<file path="src/rtl/decode_fwd_if.sv">
// decode_fwd_if: fetch-side, register-file, bypass and EX-side signals of the decode stage
interface decode_fwd_if #(parameter int XLEN = 32, parameter int NFWD = 3);
  logic            in_valid;
  logic            in_ready;
  logic [31:0]     ins_in;
  logic [XLEN-1:0] pc_in;
  logic [4:0]      rs1_addr;
  logic [4:0]      rs2_addr;
  logic [XLEN-1:0] rso1;
  logic [XLEN-1:0] rso2;
  logic [NFWD-1:0] fwd_en;
  logic [5*NFWD-1:0] fwd_rd;
  logic [XLEN*NFWD-1:0] fwd_data;
  logic            ex_ld_valid;
  logic [4:0]      ex_ld_rd;
  logic            flush;
  logic            out_valid;
  logic            out_ready;
  logic [31:0]     ins_out;
  logic [XLEN-1:0] pc_out;
  logic [XLEN-1:0] op1;
  logic [XLEN-1:0] op2;
  logic [15:0]     stall_cnt;
  modport master (
    output in_valid, ins_in, pc_in, rso1, rso2, fwd_en, fwd_rd, fwd_data,
           ex_ld_valid, ex_ld_rd, flush, out_ready,
    input  in_ready, rs1_addr, rs2_addr, out_valid, ins_out, pc_out, op1, op2, stall_cnt
  );
  modport slave (
    input  in_valid, ins_in, pc_in, rso1, rso2, fwd_en, fwd_rd, fwd_data,
           ex_ld_valid, ex_ld_rd, flush, out_ready,
    output in_ready, rs1_addr, rs2_addr, out_valid, ins_out, pc_out, op1, op2, stall_cnt
  );
endinterface

</file>
<file path="src/rtl/decode_fwd_stage.sv">
// decode_fwd_stage: operand bypass resolve, load-use interlock and registered decode output
module decode_fwd_stage #(
  parameter int XLEN = 32,
  parameter int NFWD = 3
) (
  input logic         clk,
  input logic         rst,
  decode_fwd_if.slave bus
);
  logic [XLEN-1:0] op1_r, op2_r;
  logic            hazard, capture;
  // Scan oldest to youngest so the youngest matching source wins; x0 always reads zero.
  function automatic logic [XLEN-1:0] resolve(
    input logic [4:0]           a,
    input logic [XLEN-1:0]      rso,
    input logic [NFWD-1:0]      en,
    input logic [5*NFWD-1:0]    rd,
    input logic [XLEN*NFWD-1:0] data
  );
    logic [XLEN-1:0] r;
    r = rso;
    for (int i = NFWD - 1; i >= 0; i--)
      if (en[i] && rd[5*i +: 5] == a) r = data[XLEN*i +: XLEN];
    return a == 5'd0 ? '0 : r;
  endfunction
  assign bus.rs1_addr = bus.ins_in[19:15];
  assign bus.rs2_addr = bus.ins_in[24:20];
  always_comb begin
    op1_r = resolve(bus.rs1_addr, bus.rso1, bus.fwd_en, bus.fwd_rd, bus.fwd_data);
    op2_r = resolve(bus.rs2_addr, bus.rso2, bus.fwd_en, bus.fwd_rd, bus.fwd_data);
  end
  assign hazard = bus.in_valid & bus.ex_ld_valid & (bus.ex_ld_rd != 5'd0) &
                  (bus.ex_ld_rd == bus.rs1_addr | bus.ex_ld_rd == bus.rs2_addr);
  assign bus.in_ready = (!bus.out_valid | bus.out_ready) & !hazard & !bus.flush;
  assign capture = bus.in_valid & bus.in_ready;
  always_ff @(posedge clk or posedge rst) begin
    if (rst) begin
      bus.out_valid <= 1'b0;
      bus.ins_out   <= '0;
      bus.pc_out    <= '0;
      bus.op1       <= '0;
      bus.op2       <= '0;
      bus.stall_cnt <= '0;
    end else begin
      if (hazard && bus.stall_cnt != 16'hFFFF) bus.stall_cnt <= bus.stall_cnt + 16'd1;
      bus.out_valid <= bus.flush ? 1'b0 : capture ? 1'b1 : bus.out_ready ? 1'b0 : bus.out_valid;
      if (capture) begin
        bus.ins_out <= bus.ins_in;
        bus.pc_out  <= bus.pc_in;
        bus.op1     <= op1_r;
        bus.op2     <= op2_r;
      end
    end
  end
endmodule

</file>
<file path="src/flat_wrapper.sv">
// flat-port wrapper written by rule: the top's interface ports become plain ports
module decode_fwd_stage_flat 
#(
  parameter int XLEN = 32,
  parameter int NFWD = 3
)
  (clk, rst, bus_in_valid, bus_ins_in, bus_pc_in, bus_rso1, bus_rso2, bus_fwd_en, bus_fwd_rd, bus_fwd_data, bus_ex_ld_valid, bus_ex_ld_rd, bus_flush, bus_out_ready, bus_in_ready, bus_rs1_addr, bus_rs2_addr, bus_out_valid, bus_ins_out, bus_pc_out, bus_op1, bus_op2, bus_stall_cnt);
  decode_fwd_if #(.XLEN(XLEN), .NFWD(NFWD)) bus_i ();
  input logic clk;
  input logic rst;
  input wire logic [$bits(bus_i.in_valid)-1:0] bus_in_valid;
  input wire logic [$bits(bus_i.ins_in)-1:0] bus_ins_in;
  input wire logic [$bits(bus_i.pc_in)-1:0] bus_pc_in;
  input wire logic [$bits(bus_i.rso1)-1:0] bus_rso1;
  input wire logic [$bits(bus_i.rso2)-1:0] bus_rso2;
  input wire logic [$bits(bus_i.fwd_en)-1:0] bus_fwd_en;
  input wire logic [$bits(bus_i.fwd_rd)-1:0] bus_fwd_rd;
  input wire logic [$bits(bus_i.fwd_data)-1:0] bus_fwd_data;
  input wire logic [$bits(bus_i.ex_ld_valid)-1:0] bus_ex_ld_valid;
  input wire logic [$bits(bus_i.ex_ld_rd)-1:0] bus_ex_ld_rd;
  input wire logic [$bits(bus_i.flush)-1:0] bus_flush;
  input wire logic [$bits(bus_i.out_ready)-1:0] bus_out_ready;
  output wire logic [$bits(bus_i.in_ready)-1:0] bus_in_ready;
  output wire logic [$bits(bus_i.rs1_addr)-1:0] bus_rs1_addr;
  output wire logic [$bits(bus_i.rs2_addr)-1:0] bus_rs2_addr;
  output wire logic [$bits(bus_i.out_valid)-1:0] bus_out_valid;
  output wire logic [$bits(bus_i.ins_out)-1:0] bus_ins_out;
  output wire logic [$bits(bus_i.pc_out)-1:0] bus_pc_out;
  output wire logic [$bits(bus_i.op1)-1:0] bus_op1;
  output wire logic [$bits(bus_i.op2)-1:0] bus_op2;
  output wire logic [$bits(bus_i.stall_cnt)-1:0] bus_stall_cnt;
  assign bus_i.in_valid = bus_in_valid;
  assign bus_i.ins_in = bus_ins_in;
  assign bus_i.pc_in = bus_pc_in;
  assign bus_i.rso1 = bus_rso1;
  assign bus_i.rso2 = bus_rso2;
  assign bus_i.fwd_en = bus_fwd_en;
  assign bus_i.fwd_rd = bus_fwd_rd;
  assign bus_i.fwd_data = bus_fwd_data;
  assign bus_i.ex_ld_valid = bus_ex_ld_valid;
  assign bus_i.ex_ld_rd = bus_ex_ld_rd;
  assign bus_i.flush = bus_flush;
  assign bus_i.out_ready = bus_out_ready;
  assign bus_in_ready = bus_i.in_ready;
  assign bus_rs1_addr = bus_i.rs1_addr;
  assign bus_rs2_addr = bus_i.rs2_addr;
  assign bus_out_valid = bus_i.out_valid;
  assign bus_ins_out = bus_i.ins_out;
  assign bus_pc_out = bus_i.pc_out;
  assign bus_op1 = bus_i.op1;
  assign bus_op2 = bus_i.op2;
  assign bus_stall_cnt = bus_i.stall_cnt;
  decode_fwd_stage #(.XLEN(XLEN), .NFWD(NFWD)) u_core (.clk(clk), .rst(rst), .bus(bus_i));
endmodule
</file>
<file path="config.mk">
export PLATFORM = sky130hd
export DESIGN_NAME = decode_fwd_stage_flat
export DESIGN_NICKNAME = d
export VERILOG_FILES = /design/src/rtl/decode_fwd_if.sv /design/src/rtl/decode_fwd_stage.sv /design/src/flat_wrapper.sv
export SDC_FILE = /design/constraint.sdc
export NUM_CORES = 1
export LEC_CHECK = 0
export BUFFER_PORTS_ARGS = -buffer_cell sky130_fd_sc_hd__buf_2
export CAP_MARGIN = 40
export CORE_AREA = 5 5 158 160
export DETAILED_ROUTE_END_ITERATION = 7
export DIE_AREA = 0 0 163 165
export PLACE_DENSITY = 0.74
export REMOVE_ABC_BUFFERS = 1
export SYNTH_ARGS = -nofsm -noshare
export SYNTH_HDL_FRONTEND = slang
export SYNTH_SLANG_ARGS = --single-unit
export TNS_END_PERCENT = 5
</file>
<file path="constraint.sdc">
create_clock -name clk -period 6.7 [get_ports clk]
set_clock_uncertainty 0.15 [all_clocks]
set_input_delay 1.675 -clock clk [delete_from_list [all_inputs] [get_ports clk]]
set_output_delay 1.675 -clock clk [all_outputs]
set_load 0.01 [all_outputs]
</file>
# == Word level (Yosys, flattened, before mapping) ==
# Index checks and enable logic that the tools add are counted.
# op_classes
n_reduce_logical,14
bitwise,8
n_addsub,1
muxes,11
n_eq_ne,9
# op_table
op,n
32-bit two-way mux,8
5-bit equality test,8
16-bit by 1-bit adder with 16-bit output (second input constant),1
16-bit inequality test (second input constant),1
5-bit logical NOT,2
1-bit logical AND,7
1-bit bitwise AND,6
5-bit nonzero test,1
1-bit logical NOT,3
1-bit two-way mux,3
3-bit nonzero test,1
1-bit bitwise OR,2
# totals
reg_bits,145
out_inout_bits,156
inputBits,253
elab_cells,49

# == Logic depth before layout (Yosys ltp) ==
# Gate-level depths: netlist of run 1.
# logic_depth
ltp_word,9
ltp_mapped,9

# == Worst setup path after synthesis of run 1 ==
# Ideal clock, no wire load.
# synth_timing
path_type,in2out
from,input bus_ex_ld_rd[0]
to,output bus_in_ready
t_required_ps,4875
n_path_buf,2
cell_stages,6
setup_slack_ps,1588
arrival_ps,3287
path_cell_list,or4_4 -> o211ai_2 -> buf_2 -> buf_2 -> nor2_1 -> nor3b_1
# synth_between
elab_chain_cells,6
word_cells_on_any_way,9
# synth_rtl
element,line,source
"start, declared",flat_wrapper.sv:20,input wire logic [$bits(bus_i.ex_ld_rd)-1:0] bus_ex_ld_rd;
5-bit equality test or 5-bit nonzero test (tied branches),"decode_fwd_stage.sv:33, decode_fwd_stage.sv:32",
1-bit bitwise OR or 1-bit bitwise AND (tied branches),"decode_fwd_stage.sv:33, decode_fwd_stage.sv:32",
1-bit bitwise AND (*),decode_fwd_stage.sv:32,assign hazard = bus.in_valid & bus.ex_ld_valid & (bus.ex_ld_rd != 5'd0) &
1-bit logical NOT (*),decode_fwd_stage.sv:34,assign bus.in_ready = (!bus.out_valid | bus.out_ready) & !hazard & !bus.flush;
1-bit bitwise AND (*) (2 in series),decode_fwd_stage.sv:34,
"end, declared",flat_wrapper.sv:23,output wire logic [$bits(bus_i.in_ready)-1:0] bus_in_ready;
# Mark *: on every way between the ends. The rest lies on a longest branch, timed or not.

# == Final worst setup path of run 1 ==
# Same ends and word-level chain as after synthesis.

==> impl_results.md, run 1 <==
* Status: complete, no violations
* Setup crit end kind: output pin
* Register area share after synthesis at 38.56%
* Post-CTS Resized at 0
* Primary FF master, synth: dfrtp_1
* Final Hold Viols at 0
* Final nets at 1489
* Met2 GRT Util at 42.26%
* Slew @ Worst Pin at 933.6 ps
* Layout cells sized above 1 at 45.19%
* Initial DRC Count at 594
* Max frequency at 206.8 MHz
* Tot Pwr at 2826 uW
* Hold Buf Count CTS at 0
* Total congestion overflow at 0
* Ys async rst share at 100.0%
* Internal at 1879 uW
* WP data required at 4880 ps
* GRT Max-Usage Layer: met2
* Synth top area cells: dfrtp_1, o221ai_2, o2111ai_1, mux2_2, a21boi_0
* Die width at 163 um
* VDD IR-drop max at 0.0001434 V
* DIE AREA at 26900 um2
* Final Max Tran Viols at 0
* Synthesis-to-layout area growth at 29.04%
* Gr usage total at 24.57%
* Clock share of power at 32.3%
* Met1 usage in global routing at 28.92%
* GR Util met3 at 6.439%
* DRC viols at 0
* Synth top area share at 38.56%
* RSZ-0062 raised after global routing: no
* Critical path class: primary input to output pin
* Synth unique cells at 42
* Critical Path Source Type: primary input
* CTS Root Cell: clkbuf_16
* Initial antenna violation count at 14
* Synthesized cell area at 9410 um2
* Maximum capacitance violations at 0
* Routed WL at 34370 um
* Setup TNS at 0 ps
* Pin count of the biggest net entering global routing at 95
* Sw Share at 33.53%
* Combinational power share at 28.2%
* FILL cells at 2122
* Setup violators final at 0
* GPL Wtd Cong at 0.8555
* Vias in the first global route at 9236
* Vias post-DR at 9001
* Wire length per cell at 21.82 um
* Share of power burned in registers at 39.5%
* Slew margin rel. at 37.61%
* DIE HEIGHT at 165 um
* DR vias/cell at 5.715
* Synthesized flop and latch total at 145
* Critical path peak fanout at 3
* Placed wire-length estimate at 24440 um
* CTS max path bufs at 2
* Syn Area/Cell at 10.32 um2
* Boundary Pins at 409
* Psw at 947.6 uW
* Row cnt at 56
* IO Port Bufs at 408
* Period utilisation layout at 72.17%
* Hold_ws at 330.5 ps
* Final min period at 4835 ps
* Total CTS buffers at 17
* Yosys Warn Count at 0
* Critical Path AT at 3010 ps
* Leak pwr at 0.005613 uW
* ANT nets after route at 0
* Power Density at 232.8 nW/um2
* EDFF count, synth at 0
* First-pass DRT Iterations at 5
* CTS tree: built
* Worst-path clk slew at 60 ps
* Largest area contributor in the netlist: dfrtp_1
* Placeable core area at 23260 um2
* Worst skew pair latency at 410 ps
* # Post-CTS Setup Buffers at 0
* Post-synth top cells: dfrtp_1, clkbuf_1, and3_1
* Hold Path Class: flip-flop to flip-flop
* Number of H-tree levels at 4
* Initial Util at 40.45%
* Gate Count Post-Synth at 912
* Num Clock Sinks at 145
* Count leader, synth: dfrtp_1
* First-pass GRT wire length at 51980 um
-- cells in the final DEF, fill, tap and decap left out, drive strengths merged, types with 3 or more instances in the layout --
cell / Yosys / layout
buf: 39 / 423
diode: 0 / 8
xor2: 38 / 38
and3: 67 / 67
o31ai: 64 / 64
nor2: 8 / 8
clkinvlp: 0 / 3
nand3b: 65 / 65
and2: 7 / 7
o2111ai: 64 / 64
dfrtp: 145 / 145
a21boi: 64 / 64
nand3: 6 / 6
or4: 4 / 4
clkbuf: 80 / 18
nand2: 9 / 9
xnor2: 17 / 17
o211ai: 3 / 3
o221ai: 62 / 62
clkinv: 0 / 3
nand4: 6 / 6
mux2: 65 / 65
nor4: 17 / 17
inv: 64 / 72
-- area by class of cell --
type                       count  area, um2  area share [%]
antenna                        8      20.02          0.1649
multi-input combinational    584       5051           41.60
timing repair buffer         423       2240           18.44
sequential                   145       3628           29.88
inverter                      64      245.2           2.020
clock buffer                  18      439.2           3.617
tap                          319      399.1           3.287
clock inverter                14      120.1          0.9892
-- worst paths after layout --
| kind | start | to | slack (ps) | depth (start not counted) |
|---|---|---|---|---|
| min | u_core.bus.pc_out[12]$_DFFE_PP0P_ | u_core.bus.pc_out[12]$_DFFE_PP0P_ | 330 | 1 |
| max in group asynchronous | rst | u_core.bus.op1[10]$_DFFE_PP0P_ | 3870 | 3 |
| max | bus_ex_ld_rd[0] | bus_in_ready | 1860 | 6 |
| max reg2reg | u_core.bus.stall_cnt[3]$_DFFE_PP0P_ | u_core.bus.stall_cnt[9]$_DFFE_PP0P_ | 4380 | 5 |
| min in group asynchronous | rst | u_core.bus.pc_out[11]$_DFFE_PP0P_ | 1260 | 2 |
| min reg2reg | u_core.bus.pc_out[12]$_DFFE_PP0P_ | u_core.bus.pc_out[12]$_DFFE_PP0P_ | 330 | 1 |
-- per-stage QoR --
step           cell area [um2]  utilization, %  std cells  setup slack, ps
6_report                 12140           52.20       1575             1865
4_1_cts                  12120           52.11       1567             1869
3_5_place_dp             11560           49.71       1535             1869
3_3_place_gp             11460           49.27       1531             1926
5_1_grt                  12140           52.20       1575             1818
2_1_floorplan             8847               -        793            502.7
-- registers in the layout, indices dropped and copies added (netlist names) --
| name | count |
|---|---|
| u_core.bus.stall_cnt | 16 |
| u_core.bus.ins_out | 32 |
| u_core.bus.op1 | 32 |
| u_core.bus.op2 | 32 |
| u_core.bus.out_valid | 1 |
| u_core.bus.pc_out | 32 |
-- cells by family after synthesis --
kind of cell | Yosys count | synth area share, %
AND/OR/NAND/NOR | 196 | 13.85
multiplexers | 65 | 7.778
buffers and inverters | 183 | 8.536
XOR/XNOR | 55 | 5.119
flip-flops | 145 | 38.56
adder cells (fa/ha/maj) | 1 | 0.1329
AO/OA/AOI/OAI | 267 | 26.02
-- per-layer routing --
layer	routed length [um]	up-vias	share of wire, %
met1	13130	4329	38
met3	2822	76	8.2
met5	83	-	0.24
met4	893	12	2.6
met2	17440	456	51
li1	-	4128	-
-- critical path: stages --
cell,delay (ps)
buf_2,140
or4_4,580
o211ai_4,180
nor2_1,80
nor3b_1,190
buf_2,160
-- power groups by stage --
stage	clock network [uW]	logic (uW)	registers (uW)
after floorplan	0	332	1200
after global placement	0	777	1130
after detailed placement	0	802	1130
after CTS	933	804	1120
after global routing	972	864	1130
final	913	798	1120
No activity file was read; power rests on OpenSTA's default activity.
==> inputs of run 2 (changes only) <==
- ABC_AREA: unset -> 1
- CORE_AREA: 5 5 158 160 -> 5 5 157 159
- DIE_AREA: 0 0 163 165 -> 0 0 162 164
- PLACE_DENSITY: 0.74 -> 0.77
- clock period: 6.7 -> 4.1 ns (I/O delays scaled with it)
==> run 2 against run 1 <==
Cell area is 0.57% higher. Via count is 27% higher. Total power is 71% higher. Routed wire length is 17% higher. Synthesized area is 0.70% lower. Clock power is 80% higher. Sequential share of layout area is 0.17 points lower. Global-route usage is 5.0 points higher. Synthesized cell count is 52% higher.
==> impl_results.md, run 2 <==
* Critical path class: primary input to output pin
* Vias post-DR at 11480 (+27%)
* First-pass DRT Iterations at 8 (+3)
* Total congestion overflow at 0 (unchanged)
* IO Port Bufs at 408 (unchanged)
* Final nets at 1985 (+33%)
* Routed WL at 40150 um (+17%)
* Slowest cell on crit path: inv_1
* Wire length per cell at 19.70 um (-9.7%)
* Post-synth top cells: nand2_1, nand3_1, dfrtp_1, nand4_1, inv_1
* Worst R2R Path Depth at 9 (+4)
* Ys async rst share at 100.0% (unchanged)
* Worst r2r src: u_core.bus.stall_cnt[0]$_DFFE_PP0P_
* Initial DRC Count at 1172 (+97%)
* Pin count of the biggest net entering global routing at 133 (+40%)
* Placed wire-length estimate at 28390 um (+16%)
* DIE AREA at 26570 um2 (-1.2%)
* Worst-path clk slew at 60 ps (about the same)
* Initial Util at 40.41% (-0.042 points)
* Final min period at 3343 ps
* Placed Instance Area at 11600 um2 (+0.28%)
* Boundary Pins at 409 (unchanged)
* CTS tree: built
* Largest area contributor in the netlist: dfrtp_1
* Met2 GRT Util at 48.19% (+5.9 points)
* Final WS setup at 757.3 ps (-1107 ps)
* Leak pwr at 0.006923 uW (+23%)
* EDFF count, synth at 0 (unchanged)
* Worst skew pair latency at 440 ps (+30 ps)
* CTS Root Cell: clkbuf_16
* DIE HEIGHT at 164 um (-0.61%)
* GRT Max-Usage Layer: met2
* VDD IR-drop max at 0.0002192 V (+53%)
* Register area share after synthesis at 38.83% (+0.27 points)
* Hold Buf Count CTS at 0 (unchanged)
* Number of H-tree levels at 4 (unchanged)
* Slew @ Worst Pin at 838.1 ps (-95.53 ps)
* Maximum capacitance violations at 0 (unchanged)
* Period utilisation layout at 81.53%
* CP startpoint: bus_ins_in[17]
* GR Util met3 at 8.381% (+1.9 points)
* # Post-CTS Setup Buffers at 0 (unchanged)
* Critical Path AT at 2170 ps (-840 ps)
* Hold path depth at 2 (+1)
* DRC viols at 0 (unchanged)
* Gate Count Post-Synth at 1383 (+52%)
* Vias in the first global route at 11210 (+21%)
* CTS max path bufs at 2 (unchanged)
* Levels on crit path at 11 (+5)
* Initial antenna violation count at 9 (-5)
* Reg2reg end: u_core.bus.stall_cnt[2]$_DFFE_PP0P_
* ANT nets after route at 0 (unchanged)
* Post-CTS Resized at 0 (unchanged)
* Met1 usage in global routing at 35.93% (+7.0 points)
* DR vias/cell at 5.631 (-1.5%)
* Syn Area/Cell at 6.756 um2 (-35%)
* Placed cells at 2002 (+30%)
* Placeable core area at 23120 um2 (-0.60%)
* Critical Path Source Type: primary input
* Synth unique cells at 31 (-26%)
* Most common cell after layout, fill and taps aside: nand2_1
* Max frequency at 299.2 MHz
* Critical path peak fanout at 7 (+4)
* First-pass GRT wire length at 61670 um (+19%)
* Crit-path max cell delay at 220 ps (-360 ps)
* Layout cells sized above 1 at 29.01% (-16 points)
* Gr usage total at 29.55% (+5.0 points)
* Synth top area cells: dfrtp_1, nand2_1, nand3_1, nand4_1, inv_1
* Die width at 162 um (-0.61%)
* Crit path cell chain: buf_2, inv_1, nand2_1, nand2_1, nor2_1, nand3_1, nand2_1, nand2_2, nand2_1, nor2_1, buf_2
* Total CTS buffers at 17 (unchanged)
* Cell family with most CP delay: simple AND/OR/NAND/NOR gates
* Synthesized flop and latch total at 145 (unchanged)
* Cell area after layout at 12210 um2 (+0.57%)
* Synthesis-to-layout area growth at 30.69%
* Slew margin rel. at 44.13% (+6.5 points)
* Num Clock Sinks at 145 (unchanged)
* Synthesized cell area at 9344 um2 (-0.70%)
* Critical path buffers and inverters at 3 (+1)
* WP data required at 2920 ps (-1960 ps)
* Count leader, synth: nand2_1
* Primary FF master, synth: dfrtp_1
* Row cnt at 56 (unchanged)
* Final Max Tran Viols at 0 (unchanged)
* Setup crit end kind: output pin
* Most Frequent Cell on Critical Path: nand2_1
* GPL Wtd Cong at 0.9537 (+11%)
* Post-Layout Cell Count at 2038 (+29%)
* R2R Setup Slk at 1850 ps (-2530 ps)
* Yosys Warn Count at 0 (unchanged)
* Status: complete, no violations
* Post-Place Setup Slack at 753.2 ps (-1116 ps)
* Setup violators final at 0 (unchanged)
* Commonest non-fill, non-tap cells in the layout: nand2_1, buf_2, nand3_1, dfrtp_1, nand4_1
* RSZ-0062 raised after global routing: no
* Hold EP: u_core.bus.op1[21]$_DFFE_PP0P_
* Power Density at 396.4 nW/um2 (+70%)
* Hold Startpoint: u_core.bus.op1[21]$_DFFE_PP0P_
* Synth top area share at 38.83% (+0.27 points)
* Final Hold Viols at 0 (unchanged)
* Hold Path Class: flip-flop to flip-flop
## run 2: worst register-to-register path: stages, from the launching register on
cell     delay, ps
dfrtp_1        460
ha_1           230
inv_1           80
nor2_2         150
nand2_1        130
nor3_2         190
nand4_1        160
nand3_1        420
o21ai_0        140
nand2_1         80
## run 2: layer usage
metal / part of all wire (%) / wire, um
met1: 37 / 14780
met2: 47 / 18740
met3: 12 / 4786
met4: 4.5 / 1790
met5: 0.12 / 49
## run 2: area by class of cell
type                    instances  area, um2
well taps                     290      362.8
clock inverters                14      166.4
repair buffers                437       2310
clock buffers                  18      439.2
flip-flops and latches        145       3628
inverters                     130      493.0
multi-input cells            1000       4802
diodes                          4      10.01
fillers                      2291      10910
## run 2: worst max-delay path by stage
stage	end
6_report	bus_in_ready
5_1_grt	bus_in_ready
4_1_cts	bus_in_ready
3_5_place_dp	bus_in_ready
3_3_place_gp	bus_in_ready
2_1_floorplan	u_core.bus.ins_out[0]$_DFFE_PP0P_
## run 2: kinds of logic (layout without fill, tap and decap cells)
family	after synthesis	in the layout	share of synthesized area, %
buffers and inverters	238	599	11.30
AND/OR/NAND/NOR	884	884	42.73
adder cells (fa/ha/maj)	1	1	0.1339
other	0	4	0
XOR/XNOR	17	17	1.594
AO/OA/AOI/OAI	98	98	5.410
flip-flops	145	145	38.83
## run 2: where the power goes
part	total, uW	internal (uW)	switching [uW]	leakage (uW)
Sequential	1840	1680	160	0.00181
Clock	1640	889	756	0.000291
Combinational	1360	494	866	0.00482
## run 2: per-stage QoR
stage / utilization, % / hold WS (ps) / power, uW / setup TNS (ps)
after floorplan: - / 365.5 / 2491 / -140700
after global placement: 50.15 / 309.3 / 3186 / 0
after detailed placement: 50.15 / 309.5 / 3205 / 0
after CTS: 52.77 / 332.0 / 4862 / 0
after global routing: 52.79 / 346.3 / 5083 / 0
final: 52.81 / 327.4 / 4840 / 0
==> inputs of run 3 (changes only) <==
- PLACE_DENSITY: 0.77 -> 0.74
- clock period: 4.1 -> 3.36 ns (I/O delays scaled with it)
==> run 3 against run 2 <==
Global-route usage up 0.30 points. Final cell count up 0.29%. Total power up 20%. Highest routed layer unchanged. Register-to-register slack worse by 760 ps. First-iteration DRC count down 15%. Sequential share of layout area down 0.15 points. Largest cell class unchanged. Flip-flop and latch count unchanged. Critical endpoint unchanged. Clock power up 16%. Worst setup slack worse by 450 ps. Via count down 1.2%. Combinational power up 24%.
==> impl_results.md, run 3 (synthesis results as in run 2) <==
* Die width at 162 um (unchanged)
* First-pass GRT wire length at 62130 um (+0.74%)
* Slew @ Worst Pin at 692.5 ps (-145.6 ps)
* Commonest non-fill, non-tap cells in the layout: nand2_1, buf_2, nand3_1, dfrtp_1, nand4_1
* Wire length per cell at 19.99 um (+1.5%)
* Hold Buf Count CTS at 0 (unchanged)
* Final WS setup at 302.6 ps (-454.7 ps)
* Post-CTS Resized at 0 (unchanged)
* Vias in the first global route at 11190 (-0.21%)
* Critical path class: primary input to output pin
* RSZ-0062 raised after global routing: no
* Slowest cell on crit path: buf_2
* DIE AREA at 26570 um2 (unchanged)
* Critical path peak fanout at 8 (+1)
* Initial antenna violation count at 10 (+1)
* Leak pwr at 0.006953 uW (+0.44%)
* WP data required at 2370 ps (-550 ps)
* Critical Path Source Type: primary input
* Power Density at 474.5 nW/um2 (+20%)
* Final nets at 1992 (+0.35%)
* Boundary Pins at 409 (unchanged)
* GPL Wtd Cong at 0.9258 (-2.9%)
* IO Port Bufs at 408 (unchanged)
* Total CTS buffers at 17 (unchanged)
* Routed WL at 40870 um (+1.8%)
* Setup violators final at 0 (unchanged)
* First-pass DRT Iterations at 7 (-1)
* Setup crit end kind: output pin
* DR vias/cell at 5.545 (-1.5%)
* VDD IR-drop max at 0.0003096 V (+41%)
* Vias post-DR at 11330 (-1.2%)
* CTS tree: built
* Slew margin rel. at 53.83% (+9.7 points)
* Critical path buffers and inverters at 2 (-1)
* Crit-path max cell delay at 230 ps (about the same)
* Hold Path Class: flip-flop to flip-flop
* # Post-CTS Setup Buffers at 0 (unchanged)
* CTS Root Cell: clkbuf_16
* Status: complete, no violations
* Number of H-tree levels at 4 (unchanged)
* Initial DRC Count at 996 (-15%)
* Final Max Tran Viols at 0 (unchanged)
* Final min period at 3057 ps
* Post-Place Setup Slack at 278.3 ps (-474.9 ps)
* Worst-path clk slew at 70 ps (about the same)
* DRC viols at 0 (unchanged)
* Placeable core area at 23120 um2 (unchanged)
* Synthesis-to-layout area growth at 31.33%
* Layout cells sized above 1 at 29.30% (+0.28 points)
* Period utilisation layout at 90.99%
* CTS max path bufs at 2 (unchanged)
* DIE HEIGHT at 164 um (unchanged)
* Worst skew pair latency at 410 ps (-30 ps)
* Tot Pwr at 5823 uW (+20%)
* Placed wire-length estimate at 28790 um (+1.4%)
* Pin count of the biggest net entering global routing at 70 (-47%)
* Cell family with most CP delay: simple AND/OR/NAND/NOR gates
* Maximum capacitance violations at 0 (unchanged)
* Num Clock Sinks at 145 (unchanged)
* Total congestion overflow at 0 (unchanged)
* Crit path cell chain: buf_2, xor2_1, nor2_1, nand3_1, nand2_1, nand2_2, nand2_1, nor2_1, buf_2
* Critical Path AT at 2070 ps (-100 ps)
* Final Hold Viols at 0 (unchanged)
* ANT nets after route at 0 (unchanged)
* Row cnt at 56 (unchanged)
* Most common cell after layout, fill and taps aside: nand2_1
* Max frequency at 327.1 MHz
* FILL cells at 2293 (+0.087%)
* Gr usage total at 29.85% (+0.30 points)
* Initial Util at 40.41% (unchanged)
run 3: area by class of cell:
cell class	instances	area, um2	area share (%)
Antenna cell	3	7.507	0.06117
Timing Repair Buffer	444	2400	19.56
Inverter	130	493.0	4.017
Sequential cell	145	3628	29.57
Multi-Input combinational cell	1000	4807	39.17
Tap cell	290	362.8	2.957
Clock inverter	14	143.9	1.173
Clock buffer	18	429.2	3.497
run 3: where the power goes:
part	switching [uW]	total, uW	internal, uW	leakage, uW
clock	914	1900	991	0.000278
combinational	1070	1690	616	0.00486
sequential	186	2230	2040	0.00181
total	2170	5820	3650	0.00695
run 3: worst min-delay path: stages (launching register included):
cell	delay, ps
dfrtp_1	340
nand2_1	50
nand2_1	50
run 3: through the flow:
stage                     hold slack [ps]  setup TNS (ps)  instance area, um2  cells  util, %
after floorplan                     365.5         -256500                8776   1275        -
after global placement              308.9               0               11690   2009    50.56
after detailed placement            309.4               0               11690   2009    50.56
after CTS                           329.6               0               12260   2041    53.04
after global routing                347.4               0               12270   2043    53.06
final                               328.6               0               12270   2044    53.07
run 3: routing by layer:
| layer | share of wire [%] | global-route usage, % | vias to the layer above |
|---|---|---|---|
| li1 | - | - | 5277 |
| met1 | 39 | 37.05 | 5180 |
| met2 | 47 | 49.14 | 735 |
| met3 | 11 | 8.030 | 125 |
| met4 | 3.1 | 12.92 | 16 |
| met5 | 0.23 | 0 | - |
run 3: path summary, 6_finish.rpt:
check,slack [ps],cells after the start,end,start
worst min register to register,330,2,u_core.bus.op1[29]$_DFFE_PP0P_,u_core.bus.op1[29]$_DFFE_PP0P_
worst max-delay path,300,9,bus_in_ready,bus_ins_in[15]
worst min-delay path,330,2,u_core.bus.op1[29]$_DFFE_PP0P_,u_core.bus.op1[29]$_DFFE_PP0P_
min in group asynchronous,380,2,u_core.bus.ins_out[30]$_DFFE_PP0P_,rst
worst max register to register,1090,8,u_core.bus.stall_cnt[15]$_DFFE_PP0P_,u_core.bus.stall_cnt[0]$_DFFE_PP0P_
max in group asynchronous,1820,3,u_core.bus.ins_out[7]$_DFFE_PP0P_,rst
